===== src/rtl/rom_port_arbiter.sv =====
// Round-robin arbiter sharing the single-port firmware ROM between CPU (port 0) and debug/DMA (port 1).
// Defining ROM_ARB_STATS_EN adds saturating grant/conflict statistics outputs.
`timescale 1ns/1ps
module rom_port_arbiter #(
   parameter int ADDR_WIDTH  = 10,
   parameter int ROM_LATENCY = 1
) (
   input  logic                  clk,
   input  logic                  resetn,
   input  logic                  m0_valid,
   input  logic [31:0]           m0_addr,
   input  logic [3:0]            m0_wstrb,
   output logic                  m0_ready,
   output logic [31:0]           m0_rdata,
   input  logic                  m1_valid,
   input  logic [31:0]           m1_addr,
   input  logic [3:0]            m1_wstrb,
   output logic                  m1_ready,
   output logic [31:0]           m1_rdata,
   output logic                  rom_en,
   output logic [ADDR_WIDTH-1:0] rom_addr,
   input  logic [31:0]           rom_rdata,
   output logic                  wr_err
`ifdef ROM_ARB_STATS_EN
   ,
   output logic [15:0]           stat_grant0,
   output logic [15:0]           stat_grant1,
   output logic [15:0]           stat_conflict
`endif
);

   typedef enum logic [1:0] {ST_IDLE, ST_READ, ST_WERR, ST_RESP} state_t;

   localparam logic [2:0] LAT = 3'(ROM_LATENCY);

   state_t                state_q, state_d;
   logic                  last_q, last_d;
   logic                  grant_q, grant_d;
   logic [2:0]            cnt_q, cnt_d;
   logic                  en_d, ready0_d, ready1_d, wr_err_d;
   logic [ADDR_WIDTH-1:0] addr_d;
   logic [31:0]           rdata0_d, rdata1_d;

   // Byte-lane and out-of-range address bits are deliberately ignored.
   logic unused_addr_bits;
   assign unused_addr_bits = ^{m0_addr[1:0], m0_addr[31:ADDR_WIDTH+2],
                               m1_addr[1:0], m1_addr[31:ADDR_WIDTH+2]};

   always_comb begin
      // NOTE: every signal driven here gets a default first, so no path can infer a latch.
      state_d  = state_q;
      last_d   = last_q;
      grant_d  = grant_q;
      cnt_d    = cnt_q;
      addr_d   = rom_addr;
      en_d     = 1'b0;
      ready0_d = 1'b0;
      ready1_d = 1'b0;
      rdata0_d = 32'h0;
      rdata1_d = 32'h0;
      wr_err_d = wr_err;
      unique case (state_q)
         ST_IDLE: begin
            if (m0_valid || m1_valid) begin
               grant_d = (m0_valid && m1_valid) ? ~last_q : m1_valid;
               last_d  = grant_d;
               if ((grant_d ? m1_wstrb : m0_wstrb) == 4'h0) begin
                  state_d = ST_READ;
                  en_d    = 1'b1;
                  cnt_d   = 3'd0;
                  addr_d  = grant_d ? m1_addr[ADDR_WIDTH+1:2] : m0_addr[ADDR_WIDTH+1:2];
               end else begin
                  state_d  = ST_WERR;
                  wr_err_d = 1'b1;
               end
            end
         end
         ST_READ: begin
            // cnt_q counts cycles since the rom_en cycle; data is valid when it reaches LAT.
            cnt_d = cnt_q + 3'd1;
            if (cnt_q == LAT) begin
               state_d  = ST_RESP;
               ready0_d = ~grant_q;
               ready1_d = grant_q;
               rdata0_d = grant_q ? 32'h0 : rom_rdata;
               rdata1_d = grant_q ? rom_rdata : 32'h0;
            end
         end
         ST_WERR: begin
            state_d  = ST_RESP;
            ready0_d = ~grant_q;
            ready1_d = grant_q;
         end
         ST_RESP: state_d = ST_IDLE;
         default: state_d = ST_IDLE;
      endcase
   end

   always_ff @(posedge clk or negedge resetn) begin
      if (!resetn) begin
         state_q  <= ST_IDLE;
         last_q   <= 1'b1;
         grant_q  <= 1'b0;
         cnt_q    <= 3'd0;
         rom_en   <= 1'b0;
         rom_addr <= '0;
         m0_ready <= 1'b0;
         m1_ready <= 1'b0;
         m0_rdata <= 32'h0;
         m1_rdata <= 32'h0;
         wr_err   <= 1'b0;
      end else begin
         // NOTE: non-blocking assignments keep every register updating from pre-edge values.
         state_q  <= state_d;
         last_q   <= last_d;
         grant_q  <= grant_d;
         cnt_q    <= cnt_d;
         rom_en   <= en_d;
         rom_addr <= addr_d;
         m0_ready <= ready0_d;
         m1_ready <= ready1_d;
         m0_rdata <= rdata0_d;
         m1_rdata <= rdata1_d;
         wr_err   <= wr_err_d;
      end
   end

`ifdef ROM_ARB_STATS_EN
   logic take, conflict;
   assign take     = (state_q == ST_IDLE) && (m0_valid || m1_valid);
   assign conflict = (state_q == ST_IDLE) && m0_valid && m1_valid;

   function automatic logic [15:0] sat_inc(input logic [15:0] v);
      return (v == 16'hFFFF) ? v : v + 16'd1;
   endfunction

   always_ff @(posedge clk or negedge resetn) begin
      if (!resetn) begin
         stat_grant0   <= 16'h0;
         stat_grant1   <= 16'h0;
         stat_conflict <= 16'h0;
      end else begin
         if (take && !grant_d) stat_grant0 <= sat_inc(stat_grant0);
         if (take && grant_d)  stat_grant1 <= sat_inc(stat_grant1);
         if (conflict)         stat_conflict <= sat_inc(stat_conflict);
      end
   end
`endif

endmodule


===== config.mk =====
export PLATFORM = sky130hd
export DESIGN_NAME = rom_port_arbiter
export DESIGN_NICKNAME = d
export VERILOG_FILES = /design/src/rtl/rom_port_arbiter.sv
export SDC_FILE = /design/constraint.sdc
export NUM_CORES = 1
export LEC_CHECK = 0
export ABC_AREA = 0
export BUFFER_PORTS_ARGS = -buffer_cell sky130_fd_sc_hd__buf_4
export CAP_MARGIN = 20
export CORE_MARGIN = 5
export CORE_UTILIZATION = 49
export CTS_BUF_LIST = sky130_fd_sc_hd__clkbuf_8
export DETAILED_ROUTE_END_ITERATION = 10
export HOLD_SLACK_MARGIN = 0.05
export PLACE_DENSITY = 0.95
export SLEW_MARGIN = 30
export SYNTH_ARGS = -nofsm -noshare
export SYNTH_HDL_FRONTEND = slang
export SYNTH_SLANG_ARGS = --single-unit

===== constraint.sdc =====
create_clock -name clk -period 3 [get_ports clk]
set_input_delay 0.15 -clock clk [delete_from_list [all_inputs] [get_ports clk]]
set_output_delay 0.15 -clock clk [all_outputs]
set_load 0.1 [all_outputs]

==> run_results.csv <==
group,metric,value,unit
run_status,status,"finished clean",
critical_path,critPathRequiredTime,3.23,ns
placement,placed_cell_area,4370,µm²
yosys,synth_top_cell_by_area,"dfrtp_1",
power,leakage,2.74,nW
yosys,synth_cell_types,31,
critical_path,cp-start-kind,"input pin",
hold_path,hp-class,"in -> reg",
timing,fin_crit,2.28,ns
cts,cts_made_buffers,9,
layout,fillCellCount,413,
placement,placed_cells,442,
timing,finalSetupTns,0,ns
yosys,yosys-top-cells-area,"dfrtp_1 (65%), and3_1 (12%), mux2_4 (4.2%)",
layout,nNetsFinal,516,
job,maxCapViolations,0,
yosys,synth.most_common_cell,"dfrtp_1",
power,vdd_drop_max,0.000743,V
layout,finalInstanceArea,4830,µm²
cts,cts-root-buf,"clkbuf_8",
cts,cts_buffer_depth,2,
detailed_routing,routed_wl,9200,µm
yosys,synthesis.area,3220,µm²
critical_path,arrival,2.50,ns
layout,fin_cells,485,
global_routing,grt_pass1_vias,2818,
critical_path,r2r_end,"rom_addr[9]",
detailed_routing,avgViaCountPerCell,5.27,
detailed_routing,wl_per_cell,19.0,µm
yosys,ys_seq_area_frac,0.660,
die,die_y,91.1,µm
timing,finalHoldViolCount,0,
timing,worst_pin_slew,0.849,ns
placement,dp_worst_setup_slack,0.793,ns
detailed_routing,drtIter0Drc,87,
global_routing,grt_max_degree,55,
timing,rsz0062_at_grt,"false",
die,start_util,0.505,
layout,area_delta_synth_final,49.9,%
timing,fmax,0.439,GHz
timing,fin_ws,0.724,ns
global_routing,antenna_found_initial,0,
power,powerDensity,826,nW/µm²
critical_path,endpoint_kind,"flop",
yosys,ys_async_sr_fraction,1.00,
cts,cts.sinks,85,
hold_path,min_delay_worst_endpoint,"m1_rdata[4]",
placement,dpl.hpwl,5850,µm
placement,place.gp.congestion,0.771,
yosys,post_synth.cell_area_avg,13.6,µm²
detailed_routing,drc,0,
detailed_routing,postRouteAntennaNets,0,
detailed_routing,vias,2554,
critical_path,rrSetupSlack,0.83,ns
yosys,synthCells,237,
cts,clk_pin_slew_worst_paths,0.09,ns
die,pin_count,186,
critical_path,r2r-start,"last_q",
global_routing,grt_first_pass_wirelength,14000,µm
detailed_routing,first_pass_iters,4,
die,die-area,8300,µm²
cts,cts_resized,0,
critical_path,reg2reg_depth,4,
hold_path,min_path_cells,2,
timing,slew_headroom,0.434,
die,die_w,91.1,µm
cts,h-tree-depth,3,
timing,drv_slew,0,
die,rows,29,
timing,fin_skew,0.0153,ns
cts,cts_tree,"done",
timing,finalSetupViolations,0,
global_routing,grt_overflow,0,
global_routing,gr-usage-all-layers,0.212,
critical_path,worstPathMaxFanout,12,
layout,layout-drive-gt1-share,0.459,
yosys,yosysWarnings,0,
yosys,ys_seq_elements,85,
hold_path,min_from,"rom_rdata[4]",
timing,fin_crit_sh,0.759,
yosys,synth_common_cells,"dfrtp_1 (84), and3_1 (64), clkbuf_1 (14), mux2_2 (12), mux2_4 (9)",
cts,clk_latency,0.35,ns
critical_path,worst-setup-path-type,"in -> reg",
die,core-area,6390,µm²
yosys,synth_top_cell_area_share,0.652,
yosys,synth_fp_nets,351,
placement,numPortBuffers,141,
yosys,ys.flop_type,"dfrtp_1",
yosys,synth_edf_count,0,
-- timing repair --
item | CTS | global route
setup buffers | 0 | 0
hold endpoints to repair | 60 | 4
hold buffers | 23 | 3
-- sequential cells by signal (all words and copies together), names as in the netlist --
name and flops:
cnt_q 3, grant_q 1, last_q 1, m0_rdata 32, m0_ready 1, m1_rdata 32, m1_ready 1, rom_addr 10
rom_en 1, state_q 2, wr_err 1
-- cell families (layout without fill, tap and decap cells) --
| logic type | after synthesis | after routing | share of synthesized area |
|---|---|---|---|
| adders and majority gates | 6 | 6 | 0.0233 |
| other | 0 | 1 | 0 |
| buffers and inverters | 23 | 193 | 0.0291 |
| muxes | 23 | 23 | 0.0912 |
| DFF | 85 | 85 | 0.660 |
| and+or+nand+nor | 82 | 82 | 0.157 |
| AOI/OAI and AO/OA | 18 | 18 | 0.0392 |
-- worst max path at each step --
stage	to	startpoint	cells after the start
after floorplan	rom_addr[0]	last_q	5
after global placement	rom_addr[9]	last_q	4
after detailed placement	rom_addr[9]	last_q	4
after CTS	rom_addr[9]	m0_valid	6
after global routing	rom_addr[9]	m0_valid	6
final	rom_addr[9]	m0_valid	6
-- routing by layer --
layer,vias to the layer above,track usage,share of wire
met2,121,0.355,0.52
met5,-,0,0
met1,1258,0.257,0.39
met3,10,0.0636,0.081
li1,1165,-,-
met4,0,0.0856,0.011
-- stage by stage --
| stage | hold slack, ns | util | total power, mW |
|---|---|---|---|
| 2_1_floorplan | -0.146 | - | 2.70 |
| 3_3_place_gp | 0.354 | 0.679 | 3.09 |
| 3_5_place_dp | 0.121 | 0.684 | 3.15 |
| 4_1_cts | 0.0504 | 0.752 | 3.99 |
| 5_1_grt | 0.0540 | 0.756 | 4.17 |
| 6_report | 0.0690 | 0.757 | 3.99 |
-- report_power, final --
group,internal (mW),switching [mW]
clock,0.394,0.432
combinational,0.479,1.28
sequential,1.31,0.100
total,2.18,1.81
-- worst max-delay path, stage by stage --
cell and delay (ns):
dlygate4sd3_1 0.54, buf_4 0.16, a21boi_4 0.37, mux2i_2 0.25, nor3b_4 0.64, mux2_2 0.40
-- cell usage in the layout (no fill, tap or decap) --
master and count:
diode_2 1, and3_1 64, bufinv_16 1, a21oi_1 3
clkbuf_8 9, buf_16 1, and2_1 1, mux2_4 9
mux2i_2 1, o211ai_1 3, a22oi_1 1, nor4_1 2
o22ai_1 1, mux2i_1 1, inv_1 7, a22o_1 1
nand2_1 1, mux2_2 12, dfrtp_1 84, o21ai_0 4
or3_1 2, a21boi_4 1, nand3_1 1, nor3b_4 1
a31oi_1 3, a31o_2 1, or4_1 1, inv_6 3
dfstp_2 1, nor2_1 4, nor2_4 1, nand2b_1 2
nand3b_1 2, ha_1 6, dlygate4sd3_1 26, clkinvlp_4 3
buf_4 143
-- final cells by class --
cell class,instances,area [µm²],share of cell area
clock buffer,9,124,0.0256
timing repair buffer,170,1360,0.282
clock inverter,7,78.8,0.0163
antenna,1,2.50,0.000518
tap,77,96.3,0.0199
inverter,7,26.3,0.00544
multi-input combinational,129,1020,0.210
sequential,85,2130,0.440
Note: power is estimated with default switching activity, not from simulation.
